### src/rtl/collision_pkg.sv
// Shared field layout, widths and FSM states for the platform/fence collision scanner.
// Table records are packed by the world map stage; the slice positions below mirror that packing.
package collision_pkg;

   localparam int REC_W = 29;  // bits per packed table record
   localparam int SUM_W = 11;  // one bit wider than any coordinate, so sums never wrap
   localparam int IDX_W = 4;   // entry index width, tables hold up to 16 entries

   // Ground record: x_start, y, length
   localparam int GX_LO = 0;
   localparam int GX_HI = 9;
   localparam int GY_LO = 10;
   localparam int GY_HI = 18;
   localparam int GL_LO = 19;
   localparam int GL_HI = 28;

   // Fence record: y_start, x, length
   localparam int FY_LO = 0;
   localparam int FY_HI = 8;
   localparam int FX_LO = 9;
   localparam int FX_HI = 18;
   localparam int FL_LO = 19;
   localparam int FL_HI = 28;

   localparam int DEF_N_GROUND = 16;
   localparam int DEF_N_FENCE  = 16;
   localparam int DEF_PLAYER_W = 16;
   localparam int DEF_PLAYER_H = 16;
   localparam int DEF_SNAP     = 4;
   localparam int DEF_REACH    = 2;

   typedef enum logic [1:0] {
      IDLE,
      SCAN_G,
      SCAN_F,
      DONE
   } state_t;

endpackage

### src/rtl/platform_collision_scanner_if.sv
// Frame request, live terrain tables and contact results between world map, scanner and player motion.
interface platform_collision_scanner_if
   import collision_pkg::*;
#(
   parameter int N_GROUND = DEF_N_GROUND,
   parameter int N_FENCE  = DEF_N_FENCE
);

   logic                             start;
   logic [9:0]                       player_x;
   logic [9:0]                       player_y;
   logic [N_GROUND-1:0][REC_W-1:0]   info_ground;
   logic [N_FENCE-1:0][REC_W-1:0]    info_fence;
   logic                             busy;
   logic                             done;
   logic                             on_ground;
   logic [8:0]                       ground_y;
   logic [IDX_W-1:0]                 ground_idx;
   logic                             blocked_left;
   logic                             blocked_right;

   modport master (
      output start, player_x, player_y, info_ground, info_fence,
      input  busy, done, on_ground, ground_y, ground_idx, blocked_left, blocked_right
   );

   modport slave (
      input  start, player_x, player_y, info_ground, info_fence,
      output busy, done, on_ground, ground_y, ground_idx, blocked_left, blocked_right
   );

endinterface

### src/rtl/span_overlap.sv
// Combinational 1-D interval test: [a_lo, a_lo+a_len) intersects [b_lo, b_lo+b_len).
// Comparisons only add, so an interval starting at 0 never underflows.
module span_overlap
   import collision_pkg::*;
(
   input  logic [SUM_W-1:0] a_lo,
   input  logic [SUM_W-1:0] a_len,
   input  logic [SUM_W-1:0] b_lo,
   input  logic [SUM_W-1:0] b_len,
   output logic             overlap
);

   assign overlap = ((a_lo + a_len) > b_lo) && (a_lo < (b_lo + b_len));

endmodule

### src/rtl/platform_collision_scanner.sv
// Once-per-frame player-vs-terrain contact resolver: walks ground entries, then fence entries,
// one per cycle, and publishes on_ground / landing height / side block flags on a done pulse.
module platform_collision_scanner
   import collision_pkg::*;
#(
   parameter int N_GROUND = DEF_N_GROUND,
   parameter int N_FENCE  = DEF_N_FENCE,
   parameter int PLAYER_W = DEF_PLAYER_W,
   parameter int PLAYER_H = DEF_PLAYER_H,
   parameter int SNAP     = DEF_SNAP,
   parameter int REACH    = DEF_REACH
)(
   input  logic                         Clk,
   input  logic                         Reset_n,
   platform_collision_scanner_if.slave  bus
);

   state_t            state, state_nxt;
   logic [9:0]        px, py;
   logic [IDX_W-1:0]  idx;
   logic              idx_last;

   logic              acc_hit, acc_left, acc_right;
   logic [8:0]        acc_y;
   logic [IDX_W-1:0]  acc_idx;

   logic              on_ground_q, left_q, right_q, done_q;
   logic [8:0]        ground_y_q;
   logic [IDX_W-1:0]  ground_idx_q;

   // Current entry fields; tables are read live so moving platforms are seen where they are now
   logic [REC_W-1:0]       g_rec, f_rec;
   logic [GX_HI-GX_LO:0]   g_x;
   logic [GY_HI-GY_LO:0]   g_y;
   logic [GL_HI-GL_LO:0]   g_len;
   logic [FY_HI-FY_LO:0]   f_y;
   logic [FX_HI-FX_LO:0]   f_x;
   logic [FL_HI-FL_LO:0]   f_len;

   assign g_rec = bus.info_ground[idx];
   assign f_rec = bus.info_fence[idx];
   assign g_x   = g_rec[GX_HI:GX_LO];
   assign g_y   = g_rec[GY_HI:GY_LO];
   assign g_len = g_rec[GL_HI:GL_LO];
   assign f_y   = f_rec[FY_HI:FY_LO];
   assign f_x   = f_rec[FX_HI:FX_LO];
   assign f_len = f_rec[FL_HI:FL_LO];

   logic [SUM_W-1:0] px_w, py_w, bottom, right_edge, gy_w, fx_w;
   logic             g_x_ok, g_y_ok, g_hit, f_y_ok, f_left, f_right;

   assign px_w       = SUM_W'(px);
   assign py_w       = SUM_W'(py);
   assign bottom     = py_w + SUM_W'(PLAYER_H);
   assign right_edge = px_w + SUM_W'(PLAYER_W);
   assign gy_w       = SUM_W'(g_y);
   assign fx_w       = SUM_W'(f_x);

   span_overlap u_ground_x (
      .a_lo    (px_w),
      .a_len   (SUM_W'(PLAYER_W)),
      .b_lo    (SUM_W'(g_x)),
      .b_len   (SUM_W'(g_len)),
      .overlap (g_x_ok)
   );

   span_overlap u_fence_y (
      .a_lo    (py_w),
      .a_len   (SUM_W'(PLAYER_H)),
      .b_lo    (SUM_W'(f_y)),
      .b_len   (SUM_W'(f_len)),
      .overlap (f_y_ok)
   );

   // Zero-length entries are empty slots and must never register a contact
   assign g_y_ok  = (gy_w <= bottom) && (bottom < (gy_w + SUM_W'(SNAP)));
   assign g_hit   = (g_len != '0) && g_x_ok && g_y_ok;
   assign f_left  = (f_len != '0) && f_y_ok && (fx_w <= px_w) && ((fx_w + SUM_W'(REACH)) >= px_w);
   assign f_right = (f_len != '0) && f_y_ok && (fx_w >= right_edge)
                    && (fx_w <= (right_edge + SUM_W'(REACH)));

   always_comb begin
      // NOTE: defaults first so every path assigns every variable and no latch is inferred.
      state_nxt = state;
      idx_last  = 1'b0;
      case (state)
         IDLE:    if (bus.start) state_nxt = SCAN_G;
         SCAN_G: begin
            idx_last = (idx == IDX_W'(N_GROUND - 1));
            if (idx_last) state_nxt = SCAN_F;
         end
         SCAN_F: begin
            idx_last = (idx == IDX_W'(N_FENCE - 1));
            if (idx_last) state_nxt = DONE;
         end
         DONE:    state_nxt = IDLE;
         default: state_nxt = IDLE;
      endcase
   end

   always_ff @(posedge Clk or negedge Reset_n) begin
      if (!Reset_n) state <= IDLE;
      else          state <= state_nxt;
   end

   // NOTE: sequential state uses non-blocking assignments so all registers update from pre-edge values.
   always_ff @(posedge Clk or negedge Reset_n) begin
      if (!Reset_n) begin
         px           <= '0;
         py           <= '0;
         idx          <= '0;
         acc_hit      <= 1'b0;
         acc_y        <= '0;
         acc_idx      <= '0;
         acc_left     <= 1'b0;
         acc_right    <= 1'b0;
         done_q       <= 1'b0;
         on_ground_q  <= 1'b0;
         ground_y_q   <= '0;
         ground_idx_q <= '0;
         left_q       <= 1'b0;
         right_q      <= 1'b0;
      end else begin
         done_q <= 1'b0;
         case (state)
            IDLE: begin
               if (bus.start) begin
                  px        <= bus.player_x;
                  py        <= bus.player_y;
                  idx       <= '0;
                  acc_hit   <= 1'b0;
                  acc_y     <= '0;
                  acc_idx   <= '0;
                  acc_left  <= 1'b0;
                  acc_right <= 1'b0;
               end
            end
            SCAN_G: begin
               // Strict less-than keeps the lower index on an equal-height tie
               if (g_hit && (!acc_hit || (g_y < acc_y))) begin
                  acc_hit <= 1'b1;
                  acc_y   <= g_y;
                  acc_idx <= idx;
               end
               idx <= idx_last ? '0 : idx + 1'b1;
            end
            SCAN_F: begin
               acc_left  <= acc_left  | f_left;
               acc_right <= acc_right | f_right;
               idx       <= idx_last ? '0 : idx + 1'b1;
            end
            DONE: begin
               done_q       <= 1'b1;
               on_ground_q  <= acc_hit;
               ground_y_q   <= acc_y;
               ground_idx_q <= acc_idx;
               left_q       <= acc_left;
               right_q      <= acc_right;
            end
            default: ;
         endcase
      end
   end

   assign bus.busy          = (state == SCAN_G) || (state == SCAN_F);
   assign bus.done          = done_q;
   assign bus.on_ground     = on_ground_q;
   assign bus.ground_y      = ground_y_q;
   assign bus.ground_idx    = ground_idx_q;
   assign bus.blocked_left  = left_q;
   assign bus.blocked_right = right_q;

endmodule

### src/flat_wrapper.sv
// flat-port wrapper written by rule: the top's interface ports become plain ports
module platform_collision_scanner_flat import collision_pkg::*;
#(
   parameter int N_GROUND = DEF_N_GROUND,
   parameter int N_FENCE  = DEF_N_FENCE,
   parameter int PLAYER_W = DEF_PLAYER_W,
   parameter int PLAYER_H = DEF_PLAYER_H,
   parameter int SNAP     = DEF_SNAP,
   parameter int REACH    = DEF_REACH
)
  (Clk, Reset_n, bus_start, bus_player_x, bus_player_y, bus_info_ground, bus_info_fence, bus_busy, bus_done, bus_on_ground, bus_ground_y, bus_ground_idx, bus_blocked_left, bus_blocked_right);
  platform_collision_scanner_if #(.N_GROUND(N_GROUND), .N_FENCE(N_FENCE)) bus_i ();
  input  logic Clk;
  input  logic Reset_n;
  input wire logic [$bits(bus_i.start)-1:0] bus_start;
  input wire logic [$bits(bus_i.player_x)-1:0] bus_player_x;
  input wire logic [$bits(bus_i.player_y)-1:0] bus_player_y;
  input wire logic [$bits(bus_i.info_ground)-1:0] bus_info_ground;
  input wire logic [$bits(bus_i.info_fence)-1:0] bus_info_fence;
  output wire logic [$bits(bus_i.busy)-1:0] bus_busy;
  output wire logic [$bits(bus_i.done)-1:0] bus_done;
  output wire logic [$bits(bus_i.on_ground)-1:0] bus_on_ground;
  output wire logic [$bits(bus_i.ground_y)-1:0] bus_ground_y;
  output wire logic [$bits(bus_i.ground_idx)-1:0] bus_ground_idx;
  output wire logic [$bits(bus_i.blocked_left)-1:0] bus_blocked_left;
  output wire logic [$bits(bus_i.blocked_right)-1:0] bus_blocked_right;
  assign bus_i.start = bus_start;
  assign bus_i.player_x = bus_player_x;
  assign bus_i.player_y = bus_player_y;
  assign bus_i.info_ground = bus_info_ground;
  assign bus_i.info_fence = bus_info_fence;
  assign bus_busy = bus_i.busy;
  assign bus_done = bus_i.done;
  assign bus_on_ground = bus_i.on_ground;
  assign bus_ground_y = bus_i.ground_y;
  assign bus_ground_idx = bus_i.ground_idx;
  assign bus_blocked_left = bus_i.blocked_left;
  assign bus_blocked_right = bus_i.blocked_right;
  platform_collision_scanner #(.N_GROUND(N_GROUND), .N_FENCE(N_FENCE), .PLAYER_W(PLAYER_W), .PLAYER_H(PLAYER_H), .SNAP(SNAP), .REACH(REACH)) u_core (.Clk(Clk), .Reset_n(Reset_n), .bus(bus_i));
endmodule
### config.mk
export PLATFORM = sky130hd
export DESIGN_NAME = platform_collision_scanner_flat
export DESIGN_NICKNAME = d
export VERILOG_FILES = /design/src/rtl/collision_pkg.sv /design/src/rtl/platform_collision_scanner_if.sv /design/src/rtl/span_overlap.sv /design/src/rtl/platform_collision_scanner.sv /design/src/flat_wrapper.sv
export SDC_FILE = /design/constraint.sdc
export NUM_CORES = 1
export LEC_CHECK = 0
export CAP_MARGIN = 25
export CORE_AREA = 2 2 380 382
export DETAILED_ROUTE_END_ITERATION = 8
export DIE_AREA = 0 0 382 384
export GPL_ROUTABILITY_DRIVEN = 0
export PLACE_DENSITY = 0.38
export SLEW_MARGIN = 15
export SYNTH_ARGS = -nofsm -noshare
export SYNTH_HDL_FRONTEND = slang
export SYNTH_SLANG_ARGS = --single-unit
### constraint.sdc
create_clock -name Clk -period 8.5 [get_ports Clk]
set_input_delay 0.85 -clock Clk [delete_from_list [all_inputs] [get_ports Clk]]
set_output_delay 0.85 -clock Clk [all_outputs]
set_load 0.02 [all_outputs]
# == Yosys cells after proc, flatten, opt, wreduce, memory -nomap -nowiden ==
# Cells that the tools add are included.
# classes
n_addsub,8
order_cmp,12
eq_ne,8
n_mux,23
bitwise,2
reduce_logical,26
# op_table
cell,n
$bmux 29 s4,2
$mux 29,2
$add 10x5->11 const B,2
$lt 10x11->1,2
$reduce_bool 10->1,2
$mux 9,2
$pmux 9 s2,1
$pmux 4 s2,2
$mux 4,3
$add 10x10->11,1
$add 10x2->11 const B,1
$add 11x2->11 const B,1
$add 9x10->11,1
$ge 10x11->1,1
$ge 11x10->1,1
$gt 11x10->1,1
$gt 11x9->1,1
$le 10x11->1,1
$le 9x11->1,1
$logic_and 1x1->1,11
$lt 11x11->1,1
$add 9x3->10 const B,1
$le 10x10->1,1
$lt 9x9->1,1
19 further kinds,36
# totals
register_bits,59
in_bits,951
out_inout_bits,18
wordCells,94

# == Longest topological paths before layout ==
# Gate-level depths: netlist (run 1).
# depth
word_depth,10
depth_mapped,32
depth_no_buf,22

# == Cells and area by module ==
# A second synthesis (run 1) with hierarchy kept.
# hier_totals
cells_unflattened,1438
area_unflattened_um2,14380.0
# by_module_without_submodules
mod,n_inst,cells_per_inst,area_per_inst_um2,seq_area_each_um2
platform_collision_scanner,1,1096,11737.5,1476.4
span_overlap,2,171,1321.3,0.0

# == Least setup slack after synthesis (run 1) ==
# OpenSTA, ideal clock, no wires.
# synth_timing
path_kind,register to register
from,register u_core.idx[0]
to,register u_core.acc_y[0]
setup_time_ns,0.118
arrival_ns,6.020
required_time_ns,8.382
setup_slack_ns,2.362
path_stages_with_launch,29
n_path_buf,10
synth_period_minus_slack_ns,6.138
path_cell_list,dfrtp_1 > buf_4 > buf_6 > buf_6 > buf_4 > buf_4 > buf_2 > buf_4 > buf_4 > mux4_2 > a22oi_1 > nand2_1 > ha_1 > fa_1 > a21oi_1 > o21ai_1 > xnor2_1 > ha_1 > a21o_1 > a21oi_1 > o21ai_1 > a21o_1 > a2111oi_0 > a311o_1 > and3_1 > buf_6 > buf_4 > o221ai_1 > a21o_1
# synth_between
elab_chain_len,10
elab_cells_between_ends,20
classes_between,2 x add/sub; 5 x order compare; 1 x eq/ne; 4 x mux; 8 x reduce/logical
# synth_rtl
item,line_no,rtl
start: declaration,platform_collision_scanner.sv:20,logic [IDX_W-1:0] idx;
start signal: assignment,platform_collision_scanner.sv:145,idx <= idx_last ? '0 : idx + 1'b1;
start signal: assignment,platform_collision_scanner.sv:150,idx <= idx_last ? '0 : idx + 1'b1;
$bmux 29 s4 *,platform_collision_scanner.sv:40,assign g_rec = bus.info_ground[idx];
$mux 29 (implied by the code) *,platform_collision_scanner.sv:40,
$add 10x10->11,span_overlap.sv:13,assign overlap = ((a_lo + a_len) > b_lo) && (a_lo < (b_lo + b_len));
$lt 10x11->1,span_overlap.sv:13,
$logic_and 1x1->1,span_overlap.sv:13,
$logic_and 1x1->1 (2 in a row),platform_collision_scanner.sv:77,assign g_hit = (g_len != '0) && g_x_ok && g_y_ok;
$logic_and 1x1->1,platform_collision_scanner.sv:140,if (g_hit && (!acc_hit || (g_y < acc_y))) begin
$ne 2x1->1 (no source line),-,
$reduce_and 3->1 (no source line),-,
end signal: assignment,platform_collision_scanner.sv:142,acc_y <= g_y;
end: declaration,platform_collision_scanner.sv:24,logic [8:0] acc_y;
# Every way passes the cells marked *; elsewhere a longest branch is shown, timed or not. The select of a mux whose other input is x is not followed.
# A chain may end at the register's enable or synchronous reset.

# == Worst setup path after layout (run 1) ==
# layout_timing
from,register u_core.idx[1]
to,register u_core.acc_hit
# layout_between
elab_chain_len,10
elab_cells_between_ends,18
classes_between,2 x add/sub; 5 x order compare; 1 x eq/ne; 2 x mux; 8 x reduce/logical
# layout_rtl
item,line_no,rtl
$bmux 29 s4 *,platform_collision_scanner.sv:40,
$mux 29 (implied by the code) *,platform_collision_scanner.sv:40,
$add 10x10->11,span_overlap.sv:13,
$lt 10x11->1,span_overlap.sv:13,
$logic_and 1x1->1,span_overlap.sv:13,
$logic_and 1x1->1 (2 in a row),platform_collision_scanner.sv:77,
$logic_and 1x1->1 *,platform_collision_scanner.sv:140,
$ne 2x1->1 (no source line) *,-,
$reduce_and 3->1 (no source line) *,-,
end signal: assignment,platform_collision_scanner.sv:112,acc_hit <= 1'b0;
end signal: assignment,platform_collision_scanner.sv:131,acc_hit <= 1'b0;
end signal: assignment,platform_collision_scanner.sv:141,acc_hit <= 1'b1;
end: declaration,platform_collision_scanner.sv:23,"logic acc_hit, acc_left, acc_right;"
# Marked as above.

==> results of run 1 <==
==> registers in the layout (all words and copies together), names as in the netlist, 2 cells and up <==
| register | cells |
|---|---|
| u_core.px | 10 |
| u_core.py | 10 |
| u_core.acc_y | 9 |
| u_core.bus.ground_y | 9 |
| u_core.acc_idx | 4 |
| u_core.bus.ground_idx | 4 |
| u_core.idx | 4 |
| u_core.state | 2 |
==> per-stage QoR <==
step | util, % | cell area [µm²]
4_1_cts | 18.1 | 25900
3_5_place_dp | 17.9 | 25600
5_1_grt | 18.1 | 25900
6_report | 18.2 | 25900
2_1_floorplan | - | 13700
3_3_place_gp | 17.9 | 25600
==> worst paths after layout <==
kind / endpoint / slack [ns] / cells after the start
max in group asynchronous: u_core.idx[2] / 7.08 / 2
worst max register to register: u_core.acc_hit / 1.70 / 20
worst max-delay path: u_core.acc_hit / 1.70 / 20
worst min-delay path: u_core.bus.ground_idx[2] / 0.51 / 1
worst min register to register: u_core.bus.ground_idx[2] / 0.51 / 1
min in group asynchronous: u_core.bus.done / 0.70 / 2
==> report_power, final <==
part,switching (mW),internal [mW],leakage (nW)
Combinational,3.64,3.05,8.67
Sequential,0.303,0.410,0.735
Clock,0.154,0.199,0.140
Total,4.09,3.66,9.55
==> cell usage in the layout, fill, tap and decap left out, types with 6 or more instances in the layout <==
master / n
and2_1: 22
clkdlybuf4s50_1: 967
a21o_1: 22
a21oi_1: 37
nor2b_1: 8
nand3_1: 22
ha_1: 128
xnor2_1: 32
inv_1: 54
mux2_2: 36
buf_4: 36
nand4_1: 21
a31oi_1: 6
nand2_1: 63
a221oi_1: 100
o21a_1: 14
nor2_1: 27
diode_2: 21
dfrtp_1: 55
mux4_2: 132
clkbuf_16: 9
xor2_1: 9
o21bai_1: 8
mux2i_1: 216
a211oi_1: 7
o21ai_1: 16
inv_2: 19
o21ai_0: 83
nand2b_1: 16
o221ai_1: 7
a22oi_1: 49
==> worst reg2reg max path: stages (launching register included) <==
cell	delay, ns
dfrtp_4	0.86
and2_4	0.66
a221oi_1	0.29
o21ai_0	0.29
nand2_1	0.20
ha_1	0.27
fa_1	0.46
a21oi_1	0.16
o21ai_1	0.12
xnor2_1	0.15
ha_1	0.32
a21o_1	0.16
a21oi_1	0.12
o21ai_1	0.07
a21o_1	0.18
a2111oi_0	0.43
a311o_1	0.67
and3_1	0.71
buf_8	0.24
o21ai_2	0.11
o21a_1	0.21
==> cell type report <==
cell class | instances | area, µm²
diodes | 21 | 52.6
well taps | 1903 | 2380
multi-input cells | 1152 | 11400
fillers | 15900 | 117000
inverters | 75 | 284
clock inverters | 7 | 53.8
clock buffers | 9 | 225
repair buffers | 1009 | 10000
flip-flops and latches | 59 | 1490
==> routing by layer <==
metal	GRT usage (%)	wire length, µm	share of wire (%)
met1	16.6	43200	41
met3	3.23	6800	6.5
met4	2.70	1400	1.3
met5	0	151	0.14
met2	23.8	52700	51
==> cells by family after synthesis <==
group / synth area share (%)
multiplexers: 40.3
AND/OR/NAND/NOR: 7.47
buffers and inverters: 6.43
XOR/XNOR: 2.61
AO/OA/AOI/OAI: 20.5
adder cells (fa/ha/maj): 11.9
flip-flops: 10.7
==> summary.txt, run 1 <==
Detailed routing
  – Via density: 3.78
  – Initial DRT Pass Iterations: 6
  – Per-cell routed wire length: 24.6 µm
  – Routed WL: 104000 µm
  – Residual DRC: 0
  – Drt initial violations: 729
  – Routed Antenna Nets: 0
  – Via count: 16000

STA
  – Rel. slew slack: 27.7%
  – Max-slew violations: 0
  – Final setup margin: 1.70 ns
  – Final Hold Violating Endpoints: 0
  – Worst Tran Pin Value: 1.08 ns
  – Final setup violation count: 0
  – Tmin final: 6.80 ns
  – Final Skew: 0.00820 ns
  – Final TNS setup: 0 ns
  – Final Cycle Share: 80.0%
  – Max Fclk: 0.147 GHz
  – Hold slack: 0.507 ns
  – RSZ-0062 raised after global routing: false

Yosys
  – EDFF count, synth: 0
  – Synth Register Bits: 59
  – Synth unique cells: 66
  – Ys async rst share: 100%
  – Mapped Cells: 1396
  – Sequential area share after synthesis: 10.7%
  – Syn Std Cell Area: 13700 µm²
  – Most frequent cell after synthesis: mux2i_1
  – Synth area leaders: mux4_2 22%, mux2i_1 16%, ha_1 12%
  – Post-synth top flop: dfrtp_1
  – Dominant cell type by area after synthesis: mux4_2
  – Synth warn: 0
  – Post-synth top cells: 216 x mux2i_1, 132 x mux4_2, 128 x ha_1
  – Synthesized net count: 2477
  – Synth top area share: 21.6%
  – Synthesized area per cell: 9.84 µm²

Setup path
  – Worst path top cell family by delay: compound AO/OA/AOI/OAI gates
  – Crit start category: flop
  – RR Startpoint: u_core.idx[1]
  – Critical Path Fanout Max: 35
  – Critical Setup Path Class: reg -> reg
  – Critical Path Start: u_core.idx[1]
  – Worst-path cell chain: and2_4 > a221oi_1 > o21ai_0 > nand2_1 > ha_1 > fa_1 > a21oi_1 > o21ai_1 > xnor2_1 > ha_1 > a21o_1 > a21oi_1 > o21ai_1 > a21o_1 > a2111oi_0 > a311o_1 > and3_1 > buf_8 > o21ai_2 > o21a_1
  – WP buf/inv: 1
  – Max incr delay on CP: 0.86 ns
  – Slowest-stage cell, CP: dfrtp_4
  – Worst EP arrival: 7.04 ns
  – CP endpoint kind: flop
  – CP required: 8.74 ns

Power
  – Overall Power: 7.76 mW
  – Leakage power: 9.55 nW
  – Worst VDD drop: 0.000215 V
  – PwrDens: 299 nW/µm²

CTS
  – Worst-Skew Late Latency: 0.35 ns
  – TritonCTS Buffers: 9
  – Root Buffer: clkbuf_16
  – PostCTS Resize Cnt: 0
  – Clock tree sinks: 59
  – CTS tree: built
  – H-Tree Depth: 3
  – Clk buf depth: 2
  – CTS clk-pin slew, worst paths: 0.06 ns
  – Post-CTS Setup Inserts: 0
  – Hold-fix buffers at CTS: 0

Floorplan
  – Effective utilization at floorplan: 9.62%
  – Row cnt: 139
  – Die area: 147000 µm²
  – Die Width: 382 µm
  – Core area: 143000 µm²
  – Die H: 384 µm
  – Ports: 969

Status
  – Status: finished, final reports clean

Final layout
  – Fraction of layout cells with a size suffix above 1: 11.1%
  – Fin cells: 4235
  – Nets: 3387
  – Synth-to-layout area growth: 88.7%

Placed design
  – I/O Buffers: 968
  – Placed Cells: 4197
  – Post-DP HPWL: 90300 µm
  – DP Worst Slack: 1.60 ns

Min path
  – Min-delay src: u_core.bus.ground_idx[2]
  – Min-Delay Path Class: reg -> reg

Global route
  – Global-route wire length before repair: 138000 µm
  – Total GRT Usage: 13.5%
  – Initial antenna violation count: 54
  – Vias in the first global route: 17000
  – Largest net degree at the start of global routing: 60
  – Remaining Overflow, GRT: 0

Run
  – Total of max-cap violations: 0
No activity file was read; power rests on OpenSTA's default activity.
==> run 2: changes to the inputs <==
==> constraint.sdc (replaced) <==
create_clock -name Clk -period 6.4 [get_ports Clk]
set_input_delay 0.64 -clock Clk [delete_from_list [all_inputs] [get_ports Clk]]
set_output_delay 0.64 -clock Clk [all_outputs]
set_load 0.02 [all_outputs]
==> summary.txt, run 2 (same netlist as run 1, synthesis figures left out) <==
Global route
  – Remaining Overflow, GRT: 0 (unchanged)
  – Initial antenna violation count: 38 (was 54)
  – Total GRT Usage: 13.5% (about the same)
  – Grt met2 use: 23.7% (was 23.8%)
  – Vias in the first global route: 17100 (was 17000)
  – Met1 Usage GRT: 16.5% (was 16.6%)
  – Global-route wire length before repair: 138000 µm (about the same)
  – Largest net degree at the start of global routing: 60 (unchanged)
  – Busiest grt layer: met2 (unchanged)
  – M3 GR Usage: 3.69% (was 3.23%)

Floorplan
  – Die area: 147000 µm² (unchanged)
  – Core area: 143000 µm² (unchanged)
  – Ports: 969 (unchanged)
  – Row cnt: 139 (unchanged)
  – Effective utilization at floorplan: 9.62% (unchanged)
  – Die H: 384 µm (unchanged)
  – Die Width: 382 µm (unchanged)

STA
  – Max-slew violations: 0 (unchanged)
  – Worst Tran Pin Value: 1.20 ns (was 1.08 ns)
  – Final Cycle Share: 91.7% (was 80.0%)
  – RSZ-0062 raised after global routing: false (unchanged)
  – Max Fclk: 0.170 GHz (was 0.147 GHz)
  – Tmin final: 5.87 ns (was 6.80 ns)
  – Final setup violation count: 0 (unchanged)
  – Final Hold Violating Endpoints: 0 (unchanged)
  – Final TNS setup: 0 ns (unchanged)
  – Final setup margin: 0.533 ns (was 1.70 ns)
  – Final Skew: 0.00878 ns (was 0.00820 ns)
  – Rel. slew slack: 19.9% (was 27.7%)

Setup path
  – Critical Path Start: u_core.idx[0] (was u_core.idx[1])
  – Worst EP arrival: 6.11 ns (was 7.04 ns)
  – RR Startpoint: u_core.idx[0] (was u_core.idx[1])
  – Critical Setup Path Class: reg -> reg (unchanged)
  – Critical Path Fanout Max: 23 (was 35)
  – Crit start category: flop (unchanged)
  – RR Endpoint: u_core.acc_hit (unchanged)
  – CP endpoint: u_core.acc_hit (unchanged)
  – FF-to-FF path depth: 22 (was 20)
  – CP required: 6.64 ns (was 8.74 ns)
  – CP endpoint kind: flop (unchanged)
  – Flop2flop setup slack: 0.53 ns (was 1.70 ns)

Detailed routing
  – Routed Antenna Nets: 0 (unchanged)
  – Residual DRC: 0 (unchanged)
  – Per-cell routed wire length: 24.5 µm (was 24.6 µm)
  – Routed WL: 104000 µm (about the same)
  – Drt initial violations: 752 (was 729)
  – Initial DRT Pass Iterations: 5 (was 6)
  – Via density: 3.78 (about the same)
  – Via count: 16100 (was 16000)

Placed design
  – Post-DP HPWL: 90700 µm (was 90300 µm)
  – I/O Buffers: 968 (unchanged)
  – DP Worst Slack: 0.338 ns (was 1.60 ns)

Final layout
  – Synth-to-layout area growth: 90.6% (was 88.7%)
  – Most common cell after layout, fill and taps aside: clkdlybuf4s50_1 (unchanged)
  – Commonest cells after routing, fill and taps aside: 967 x clkdlybuf4s50_1, 216 x mux2i_1, 132 x mux4_2 (unchanged)
  – Nets: 3408 (was 3387)
  – Fraction of layout cells with a size suffix above 1: 11.8% (was 11.1%)
  – Biggest regs: u_core.px (10), u_core.py (10) (unchanged)

CTS
  – TritonCTS Buffers: 9 (unchanged)
  – Post-CTS Setup Inserts: 0 (unchanged)
  – PostCTS Resize Cnt: 0 (unchanged)
  – CTS clk-pin slew, worst paths: 0.06 ns (about the same)
  – Hold-fix buffers at CTS: 0 (unchanged)
  – Clock tree sinks: 59 (unchanged)
  – Worst-Skew Late Latency: 0.35 ns (about the same)
  – CTS tree: built (unchanged)
  – Root Buffer: clkbuf_16 (unchanged)
  – H-Tree Depth: 3 (unchanged)
  – Clk buf depth: 2 (unchanged)

Power
  – Leakage power: 9.69 nW (was 9.55 nW)
  – PwrDens: 403 nW/µm² (was 299 nW/µm²)
  – Worst VDD drop: 0.000182 V (was 0.000215 V)

Min path
  – Min-Delay Path Class: in -> async (was reg -> reg)

Run
  – Total of max-cap violations: 0 (unchanged)

Status
  – Status: finished, final reports clean (unchanged)
-- run 2: area by class of cell --
class / instances / area, µm²
inverter: 75 / 284
clock inverter: 4 / 73.8
tap: 1903 / 2380
timing repair buffer: 1030 / 10300
clock buffer: 12 / 246
antenna: 15 / 37.5
fill: 15800 / 117000
sequential: 59 / 1490
multi-input combinational: 1152 / 11400
-- run 2: metal layers --
layer | up-vias | part of all wire, %
li1 | 7515 | -
met1 | 7827 | 42
met2 | 637 | 50
met3 | 83 | 7.0
met4 | 12 | 1.4
met5 | - | 0.076
-- run 2: critical path: stages (launching register included) --
cell       delay [ns]
dfrtp_4          0.65
buf_12           0.23
mux2i_1          0.12
a221oi_1         1.00
o21ai_0          0.20
and2_1           0.25
inv_2            0.06
ha_1             0.25
a21oi_1          0.22
o21ai_0          0.10
a21oi_1          0.23
o21bai_1         0.09
a21oi_1          0.24
o21bai_1         0.09
a21oi_1          0.17
xor2_1           0.09
ha_1             0.21
a2111oi_0        0.37
a311o_1          0.33
and3_1           0.27
buf_12           0.20
o21ai_2          0.12
o21a_1           0.22
-- run 2: through the flow --
stage | hold slack (ns) | instances | cell area [µm²] | util, % | total power [mW]
floorplan | 0.344 | 1396 | 13700 | - | 6.75
global placement | 0.493 | 4217 | 25800 | 18.1 | 10.2
detailed placement | 0.497 | 4219 | 25800 | 18.1 | 10.2
CTS | 0.511 | 4235 | 26200 | 18.3 | 10.8
global route | 0.529 | 4247 | 26200 | 18.3 | 11.7
finish | 0.494 | 4250 | 26200 | 18.3 | 10.6
-- run 2: worst min path at each step --
stage | from | to | slack (ns) | cells past startpoint
finish | Reset_n | u_core.bus.done | 0.49 | 2
global route | u_core.bus.ground_y[8] | u_core.bus.ground_y[8] | 0.53 | 1
CTS | u_core.bus.ground_idx[3] | u_core.bus.ground_idx[3] | 0.51 | 1
detailed placement | u_core.bus.ground_idx[3] | u_core.bus.ground_idx[3] | 0.50 | 1
global placement | u_core.bus.ground_y[4] | u_core.bus.ground_y[4] | 0.49 | 1
floorplan | Reset_n | u_core.acc_hit | 0.34 | 0
-- run 2: where the power goes --
group          leakage [nW]  switching [mW]  internal, mW
Clock                 0.157           0.198         0.352
Combinational          8.80            4.98          4.18
Sequential            0.735           0.300         0.547
Total                  9.69            5.48          5.08
==> run 3: changes to the inputs <==
--- a/config.mk
+++ b/config.mk
@@ -5,12 +5,13 @@
 export SDC_FILE = /design/constraint.sdc
 export NUM_CORES = 1
 export LEC_CHECK = 0
+export ABC_AREA = 1
 export CAP_MARGIN = 25
-export CORE_AREA = 2 2 380 382
+export CORE_AREA = 2 2 373 375
 export DETAILED_ROUTE_END_ITERATION = 8
-export DIE_AREA = 0 0 382 384
+export DIE_AREA = 0 0 375 377
 export GPL_ROUTABILITY_DRIVEN = 0
-export PLACE_DENSITY = 0.38
+export PLACE_DENSITY = 0.39
 export SLEW_MARGIN = 15
 export SYNTH_ARGS = -nofsm -noshare
 export SYNTH_HDL_FRONTEND = slang
==> summary.txt, run 3 <==
Yosys
  – Synth Register Bits: 59 (unchanged)
  – Most frequent cell after synthesis: nand2_1 (was mux2i_1)
  – Post-synth top flop: dfrtp_1 (unchanged)
  – EDFF count, synth: 0 (unchanged)
  – Mapped Cells: 2717 (was 1396)
  – Synth top area share: 20.7% (was 21.6%)
  – Synth area leaders: nand2_1 21%, ha_1 11%, dfrtp_1 9.9% (was mux4_2 22%, mux2i_1 16%, ha_1 12%)
  – Synth unique cells: 47 (was 66)
  – Ys async rst share: 100% (unchanged)
  – Synth warn: 0 (unchanged)
  – Synthesized net count: 3798 (was 2477)
  – Sequential area share after synthesis: 9.90% (was 10.7%)
  – Dominant cell type by area after synthesis: nand2_1 (was mux4_2)
  – Syn Std Cell Area: 14900 µm² (was 13700 µm²)
  – Synthesized area per cell: 5.49 µm² (was 9.84 µm²)
  – Post-synth top cells: 823 x nand2_1, 389 x nor2_1, 261 x o21ai_0 (was 216 x mux2i_1, 132 x mux4_2, 128 x ha_1)

Placed design
  – Post-DP HPWL: 114000 µm (was 90700 µm)
  – I/O Buffers: 968 (unchanged)
  – Placed Cells: 5355 (was 4219)

Global route
  – Vias in the first global route: 22800 (was 17100)
  – Largest net degree at the start of global routing: 93 (was 60)
  – Global-route wire length before repair: 182000 µm (was 138000 µm)
  – Initial antenna violation count: 31 (was 38)
  – Total GRT Usage: 18.2% (was 13.5%)
  – Remaining Overflow, GRT: 0 (unchanged)

Detailed routing
  – Routed WL: 135000 µm (was 104000 µm)
  – Initial DRT Pass Iterations: 5 (unchanged)
  – Per-cell routed wire length: 25.0 µm (was 24.5 µm)
  – Via density: 4.12 (was 3.78)
  – Via count: 22200 (was 16100)
  – Routed Antenna Nets: 0 (unchanged)
  – Drt initial violations: 1475 (was 752)
  – Residual DRC: 0 (unchanged)

STA
  – Hold slack: 0.474 ns (was 0.494 ns)
  – Worst Tran Pin Value: 0.869 ns (was 1.20 ns)
  – Final setup violation count: 0 (unchanged)
  – Max Fclk: 0.191 GHz (was 0.170 GHz)
  – Tmin final: 5.24 ns (was 5.87 ns)
  – Rel. slew slack: 42.1% (was 19.9%)
  – Final Skew: 0.00949 ns (was 0.00878 ns)
  – Max-slew violations: 0 (unchanged)
  – Final Hold Violating Endpoints: 0 (unchanged)
  – RSZ-0062 raised after global routing: false (unchanged)
  – Final TNS setup: 0 ns (unchanged)
  – Final Cycle Share: 81.9% (was 91.7%)

Final layout
  – Most common cell after layout, fill and taps aside: clkdlybuf4s50_1 (unchanged)
  – Biggest regs: u_core.px (10), u_core.py (10) (unchanged)
  – End-of-flow core utilization: 19.5% (was 18.3%)
  – Synth-to-layout area growth: 79.1% (was 90.6%)
  – Fin cells: 5387 (was 4250)
  – Nets: 4654 (was 3408)
  – Commonest cells after routing, fill and taps aside: 967 x clkdlybuf4s50_1, 823 x nand2_1, 389 x nor2_1 (was 967 x clkdlybuf4s50_1, 216 x mux2i_1, 132 x mux4_2)
  – Fraction of layout cells with a size suffix above 1: 3.44% (was 11.8%)

CTS
  – TritonCTS Buffers: 9 (unchanged)
  – Clock tree sinks: 59 (unchanged)
  – Post-CTS Setup Inserts: 0 (unchanged)
  – Hold-fix buffers at CTS: 0 (unchanged)
  – CTS clk-pin slew, worst paths: 0.07 ns (was 0.06 ns)
  – PostCTS Resize Cnt: 0 (unchanged)
  – Clk buf depth: 2 (unchanged)
  – Worst-Skew Late Latency: 0.34 ns (was 0.35 ns)
  – H-Tree Depth: 3 (unchanged)
  – Root Buffer: clkbuf_16 (unchanged)
  – CTS tree: built (unchanged)

Min path
  – Min-Delay Path Class: reg -> reg (was in -> async)

Floorplan
  – Core area: 137000 µm² (was 143000 µm²)
  – Ports: 969 (unchanged)
  – Effective utilization at floorplan: 10.9% (was 9.62%)
  – Die Width: 375 µm (was 382 µm)
  – Die H: 377 µm (was 384 µm)
  – Die area: 141000 µm² (was 147000 µm²)
  – Row cnt: 136 (was 139)

Setup path
  – Critical Setup Path Class: reg -> reg (unchanged)
  – CP endpoint kind: flop (unchanged)
  – Critical Path Fanout Max: 38 (was 23)
  – Crit start category: flop (unchanged)
  – Slowest-stage cell, CP: dfrtp_4 (was a221oi_1)
  – Worst EP arrival: 5.47 ns (was 6.11 ns)
  – CP dominant cell by count: nand2_1 (was a21oi_1)
  – Flop2flop setup slack: 1.16 ns (was 0.53 ns)
  – WP buf/inv: 3 (unchanged)
  – Max incr delay on CP: 0.82 ns (was 1.00 ns)
  – CP required: 6.63 ns (was 6.64 ns)
  – Worst path top cell family by delay: simple AND/OR/NAND/NOR gates (was compound AO/OA/AOI/OAI gates)

Status
  – Status: finished, final reports clean (unchanged)

Power
  – Overall Power: 13.4 mW (was 10.6 mW)
  – PwrDens: 502 nW/µm² (was 403 nW/µm²)
  – Leakage power: 11.1 nW (was 9.69 nW)
  – Worst VDD drop: 0.000246 V (was 0.000182 V)

Run
  – Total of max-cap violations: 0 (unchanged)
run 3: logic make-up (layout without fill, tap and decap cells):
family	Yosys count	after routing	synth area share (%)
flops	59	59	9.90
fa+ha+maj	130	130	11.0
other cells	0	15	0
simple gates	1492	1492	40.7
xor+xnor	39	39	2.29
compound gates	623	623	23.3
mux	7	7	0.520
buf+inv	367	1228	12.2
run 3: final cells by class:
cell class | count | area (µm²)
timing repair buffer | 1032 | 10300
multi-input combinational | 2291 | 11600
tap | 1794 | 2240
clock inverter | 7 | 53.8
sequential | 59 | 1490
inverter | 180 | 703
fill | 15800 | 110000
antenna | 15 | 37.5
clock buffer | 9 | 225
run 3: worst reg2reg max path: cells and delay by family (launching register included):
kind | cells | cell delay [ns]
compound gates | 6 | 1.14
flops | 1 | 0.82
buf+inv | 3 | 0.80
simple gates | 17 | 1.69
fa+ha+maj | 2 | 0.53
xor+xnor | 1 | 0.19
run 3: where the power goes:
| group | switching (mW) | internal, mW |
|---|---|---|
| clock | 0.207 | 0.264 |
| sequential | 0.331 | 0.543 |
| combinational | 7.91 | 4.16 |
| total | 8.45 | 4.97 |
run 3: through the flow:
stage / instance area [µm²] / worst slack (ns)
6_report: 26700 / 1.16
5_1_grt: 26700 / 0.625
4_1_cts: 26600 / 0.937
3_5_place_dp: 26400 / 0.984
3_3_place_gp: 26300 / 1.00
2_1_floorplan: 14900 / 2.11
run 3: final timing paths:
kind / from / to / cells after the start
worst max-delay path: u_core.idx[1] / u_core.acc_y[3] / 29
worst min-delay path: u_core.acc_y[1] / u_core.acc_y[1] / 2
worst max register to register: u_core.idx[1] / u_core.acc_y[3] / 29
worst min register to register: u_core.acc_y[1] / u_core.acc_y[1] / 2
max in group asynchronous: Reset_n / u_core.idx[3] / 2
min in group asynchronous: Reset_n / u_core.bus.ground_y[4] / 2
run 3: routing by layer:
metal	GRT usage [%]	wire length, µm	vias to the layer above
met5	0	116	-
met3	3.19	8120	89
li1	-	-	10800
met2	32.8	67200	854
met4	5.04	3400	18
met1	22.0	55700	10400
